<file path="src/rtl/vga_timing_gen.sv">
// Parametrised VGA raster timing generator: zero-skew sync/position outputs, pixel
// clock-enable, one-cycle line/frame/vblank strobes and a wrapping frame counter.
module vga_timing_gen #(
    parameter int H_DISPLAY = 640,
    parameter int H_FRONT   = 16,
    parameter int H_SYNC    = 96,
    parameter int H_BACK    = 48,
    parameter int V_DISPLAY = 480,
    parameter int V_BOTTOM  = 10,
    parameter int V_SYNC    = 2,
    parameter int V_TOP     = 33,
    parameter bit H_POL     = 1'b0,
    parameter bit V_POL     = 1'b0,
    parameter int HW        = 10,
    parameter int VW        = 10,
    parameter int FW        = 12
) (
    input  logic          clk,
    input  logic          reset,
    input  logic          pix_en,
    output logic          hsync,
    output logic          vsync,
    output logic          display_on,
    output logic [HW-1:0] hpos,
    output logic [VW-1:0] vpos,
    output logic          line_start,
    output logic          frame_start,
    output logic          vblank_start,
    output logic [FW-1:0] frame_count
);

    localparam int H_TOTAL = H_DISPLAY + H_FRONT + H_SYNC + H_BACK;
    localparam int V_TOTAL = V_DISPLAY + V_BOTTOM + V_SYNC + V_TOP;

    localparam logic [HW-1:0] H_LAST = HW'(H_TOTAL - 1);
    localparam logic [HW-1:0] H_VIS  = HW'(H_DISPLAY);
    localparam logic [HW-1:0] HS_BEG = HW'(H_DISPLAY + H_FRONT);
    localparam logic [HW-1:0] HS_END = HW'(H_DISPLAY + H_FRONT + H_SYNC - 1);
    localparam logic [VW-1:0] V_LAST = VW'(V_TOTAL - 1);
    localparam logic [VW-1:0] V_VIS  = VW'(V_DISPLAY);
    localparam logic [VW-1:0] V_PREB = VW'(V_DISPLAY - 1);
    localparam logic [VW-1:0] VS_BEG = VW'(V_DISPLAY + V_BOTTOM);
    localparam logic [VW-1:0] VS_END = VW'(V_DISPLAY + V_BOTTOM + V_SYNC - 1);

    if (H_DISPLAY <= 0 || H_FRONT <= 0 || H_SYNC <= 0 || H_BACK <= 0 ||
        V_DISPLAY <= 0 || V_BOTTOM <= 0 || V_SYNC <= 0 || V_TOP <= 0) begin : g_bad_timing
        $error("vga_timing_gen: display, porch and sync values must all be non-zero");
    end
    if ((longint'(1) << HW) <= longint'(H_TOTAL - 1)) begin : g_bad_hw
        $error("vga_timing_gen: HW too narrow for H_TOTAL-1");
    end
    if ((longint'(1) << VW) <= longint'(V_TOTAL - 1)) begin : g_bad_vw
        $error("vga_timing_gen: VW too narrow for V_TOTAL-1");
    end

    function automatic logic in_hsync(input logic [HW-1:0] h);
        return (h >= HS_BEG) && (h <= HS_END);
    endfunction

    function automatic logic in_vsync(input logic [VW-1:0] v);
        return (v >= VS_BEG) && (v <= VS_END);
    endfunction

    logic [HW-1:0] hpos_q, hpos_d;
    logic [VW-1:0] vpos_q, vpos_d;
    logic [FW-1:0] frame_q, frame_d;
    logic          hsync_q, hsync_d;
    logic          vsync_q, vsync_d;
    logic          line_q, line_d;
    logic          fstart_q, fstart_d;
    logic          vblank_q, vblank_d;

    // Sync and strobes are decoded from the next position so they land with it.
    always_comb begin
        hpos_d   = hpos_q;
        vpos_d   = vpos_q;
        frame_d  = frame_q;
        line_d   = 1'b0;
        fstart_d = 1'b0;
        vblank_d = 1'b0;
        if (pix_en) begin
            if (hpos_q == H_LAST) begin
                hpos_d = '0;
                line_d = 1'b1;
                if (vpos_q == V_LAST) begin
                    vpos_d   = '0;
                    frame_d  = frame_q + FW'(1);
                    fstart_d = 1'b1;
                end else begin
                    vpos_d   = vpos_q + VW'(1);
                    vblank_d = (vpos_q == V_PREB);
                end
            end else begin
                hpos_d = hpos_q + HW'(1);
            end
        end
        hsync_d = in_hsync(hpos_d) ? H_POL : ~H_POL;
        vsync_d = in_vsync(vpos_d) ? V_POL : ~V_POL;
    end

    always_ff @(posedge clk) begin
        if (reset) begin
            hpos_q   <= '0;
            vpos_q   <= '0;
            frame_q  <= '0;
            hsync_q  <= ~H_POL;
            vsync_q  <= ~V_POL;
            line_q   <= 1'b0;
            fstart_q <= 1'b0;
            vblank_q <= 1'b0;
        end else begin
            hpos_q   <= hpos_d;
            vpos_q   <= vpos_d;
            frame_q  <= frame_d;
            hsync_q  <= hsync_d;
            vsync_q  <= vsync_d;
            line_q   <= line_d;
            fstart_q <= fstart_d;
            vblank_q <= vblank_d;
        end
    end

    assign hpos         = hpos_q;
    assign vpos         = vpos_q;
    assign frame_count  = frame_q;
    assign hsync        = hsync_q;
    assign vsync        = vsync_q;
    assign line_start   = line_q;
    assign frame_start  = fstart_q;
    assign vblank_start = vblank_q;
    assign display_on   = (hpos_q < H_VIS) && (vpos_q < V_VIS) && !reset;

endmodule

</file>
<file path="config.mk">
export PLATFORM = sky130hd
export DESIGN_NAME = vga_timing_gen
export DESIGN_NICKNAME = d
export VERILOG_FILES = /design/src/rtl/vga_timing_gen.sv
export SDC_FILE = /design/constraint.sdc
export NUM_CORES = 1
export LEC_CHECK = 0
export CAP_MARGIN = 20
export CORE_AREA = 8 8 69 71
export CTS_CLUSTER_SIZE = 12
export DETAILED_ROUTE_END_ITERATION = 6
export DIE_AREA = 0 0 77 79
export GPL_ROUTABILITY_DRIVEN = 0
export GPL_TIMING_DRIVEN = 0
export HOLD_SLACK_MARGIN = 0.1
export PLACE_DENSITY_LB_ADDON = 0.08
export SLEW_MARGIN = 20
export SYNTH_ARGS = -nofsm -noshare
export SYNTH_HDL_FRONTEND = slang
export SYNTH_SLANG_ARGS = --single-unit
</file>
<file path="constraint.sdc">
create_clock -name clk -period 5.4 [get_ports clk]
set_input_delay 1.62 -clock clk [delete_from_list [all_inputs] [get_ports clk]]
set_output_delay 1.62 -clock clk [all_outputs]
set_load 0.03 [all_outputs]
</file>
==> results of run 1 <==
==> worst reg2reg max path: stages (launching register included) <==
cell     delay (ps)
dfxtp_1         430
ha_1            300
nand2_1         190
nor4_4          520
nand2_2         200
or4_1           520
a21oi_1         170
==> per-layer routing <==
metal | track usage (%) | vias to the layer above | share of wire, %
met1 | 17.9 | 855 | 43
met2 | 28.5 | 46 | 49
met4 | 5.28 | 0 | 1.1
li1 | - | 900 | -
met3 | 5.30 | 7 | 6.3
met5 | 0 | - | 0
==> final cells by class <==
cell class                 instances  area share [%]
timing repair buffer              39            16.0
tap                               50            2.56
buffer                            12            2.30
multi-input combinational        173            44.5
inverter                           6           0.920
clock buffer                       7            3.53
sequential                        37            30.3
==> cells by family (layout without fill, tap and decap cells) <==
| kind of cell | Yosys count | count (layout) |
|---|---|---|
| buffers and inverters | 18 | 64 |
| AND/OR/NAND/NOR | 123 | 123 |
| multiplexers | 3 | 3 |
| AO/OA/AOI/OAI | 21 | 21 |
| adder cells (fa/ha/maj) | 4 | 4 |
| XOR/XNOR | 22 | 22 |
| flip-flops | 37 | 37 |
==> power breakdown <==
part,switching [W],leakage (nW),internal (W)
clock network,0.0000955,0.0443,0.000101
registers,0.00000201,0.298,0.000274
logic,0.0000118,0.436,0.00000625
total,0.000109,0.778,0.000382
==> cells in the final DEF (no fill, tap or decap), types with 7 or more instances in the layout <==
cell and n:
a21oi_1 9, clkbuf_1 9, clkdlybuf4s50_1 39, dfxtp_1 37, nand2_1 16, nand3_1 11
nand4_1 12, nor2_1 33, nor3_1 14, nor4_1 7, o21ai_0 7, xnor2_1 14
xor2_1 8
==> flip-flops by register name, indices dropped and copies added, names as in the netlist <==
| register | count |
|---|---|
| hpos | 10 |
| hsync | 1 |
| line_start | 1 |
| vpos | 10 |
| frame_start | 1 |
| vsync | 1 |
| vblank_start | 1 |
| frame_count | 12 |
==> per-stage QoR <==
stage	std cells	area, sq um	total power [W]
3_5_place_dp	317	2360	0.000301
5_1_grt	324	2450	0.000509
4_1_cts	324	2450	0.000493
2_1_floorplan	228	1910	0.000293
3_3_place_gp	317	2360	0.000300
6_report	324	2450	0.000491
==> path summary, 6_finish.rpt <==
path             startpoint        endpoint  slack [ps]  depth (start not counted)
max                   reset      display_on         350                          4
min          frame_count[1]  frame_count[1]         500                          2
max reg2reg         hpos[0]  frame_count[4]        2990                          6
min reg2reg  frame_count[1]  frame_count[1]         500                          2
==> key figures, run 1 <==
Route
  • Vias per cell: 5.58
  • WL final: 4750 um
  • Detail Route Antenna Nets: 0
  • Vias: 1808
  • Remaining DRCs: 0
  • DRT Pass-1 Iters: 4
  • Drt wl/cell: 14.6 um
  • Initial DRC Count: 67

Clocking
  • Clock root buffer: clkbuf_8
  • Post-CTS sizing: 0
  • CTS buffer count: 5
  • Clk pin slew, worst setup/hold paths: 70 ps
  • Skew-Pair Late Insertion Delay: 290 ps
  • H-tree depth: 2
  • Max Root-Sink Buffers: 2
  • Hold_buf cts: 0
  • Clock sink total: 37
  • CTS tree: built
  • # Post-CTS Setup Buffers: 0

STA
  • Clock Skew: 7.70 ps
  • Worst hold slack: 502 ps
  • Final worst setup slack: 345 ps
  • Final min period: 5050 ps
  • Final Hold Fails: 0
  • Rel. slew slack: 49.3%
  • Slew @ Worst Pin: 754 ps
  • Final period util: 93.6%
  • Max Fclk: 0.198 GHz
  • RSZ-0062 raised after global routing: no
  • Final setup violation count: 0
  • Setup TNS: 0 ps
  • Max Slew Vio Count: 0

Synth
  • Post-synth top area cell: dfxtp_1
  • Synth Area in XOR/XNOR: 10.1%
  • Seq/Total Area, Yosys: 38.8%
  • Largest family of logic cells by synthesized area: simple AND/OR/NAND/NOR gates
  • Async set-or-reset flop fraction in the synthesized netlist: 0%
  • Synth Area in Adders: 2.62%
  • Synthesis warning total: 0
  • Prevailing post-synth register cell: dfxtp_1
  • Multiplexer area fraction after synthesis: 1.57%
  • Mapped Nets: 235
  • Share of the synthesized area in the top cell type: 38.8%
  • Mapped Cells: 228
  • Syn avg cell area: 8.37 sq um
  • Yosys cell types: 40
  • Synth Area in Compound Gates: 6.36%
  • Simple-gate share of the synthesized area: 36.4%
  • Top cells by instance count after synthesis: 37 x dfxtp_1, 33 x nor2_1, 16 x nand2_1
  • Syn Std Cell Area: 1910 sq um
  • FF+latch count, synth: 37
  • Most frequent cell after synthesis: dfxtp_1
  • Largest cells by area after synthesis: dfxtp_1 39%, nor2_1 6.5%, xnor2_1 6.4%
  • Post-synth EDFFs: 0

Final layout
  • Layout Utilization: 64.4%
  • Multi-input logic area: 1090 sq um
  • Register Area: 741 sq um
  • Share of layout cells above drive strength 1: 7.66%
  • Antenna diodes: 0
  • Total Nets Final: 281
  • Fillers: 373
  • Area delta synth->final: 28.3%

Place
  • Post-DP HPWL: 3490 um
  • Dpl ws: 340 ps
  • Port buffer count: 39

Worst setup path
  • Worst-path maximum fanout: 10
  • CP bufs+invs: 3
  • Worst EP arrival: 3430 ps
  • CP top delay family: buffers and inverters
  • Setup crit start kind: input pin
  • Critical Path End Type: output port
  • Critical Path RT: 3780 ps
  • CP Cell Sequence: clkdlybuf4s50_1, clkbuf_1, nor3_1, clkdlybuf4s50_1
  • Critical path class: input pin to output port
  • Worst path max stage delay: 700 ps
  • CP dominant cell by count: clkdlybuf4s50_1
  • Slowest stage cell, crit path: clkdlybuf4s50_1

Outcome
  • Status: finished clean

Floorplan
  • Row Count: 23
  • Starting Density: 50.2%
  • IO Count: 41
  • Die Ht: 79 um
  • Die ar.: 6080 sq um
  • Die Width: 77 um
  • Core area: 3800 sq um

GRT
  • GRT overflow: 0
  • First-pass GRT wire length: 8130 um
  • Largest net degree at the start of global routing: 11
  • Initial antenna violation count: 0
  • Vias in the first global route: 1771
  • GRT Total Usage: 16.1%

Power
  • Lkg Pwr: 0.778 nW
  • Worst vdd ir: 0.122 mV
  • PwrDens: 201 nW/um^2

Run
  • Max-cap viol count: 0

Hold path
  • Worst hold path class: register to register
No activity file was read; power rests on OpenSTA's default activity.
==> inputs of run 2 (changes only) <==
SLEW_MARGIN = 5   (was 20)
==> results of run 2 <==
Same layout as run 1: the final DEF is identical, and so are final timing and power.
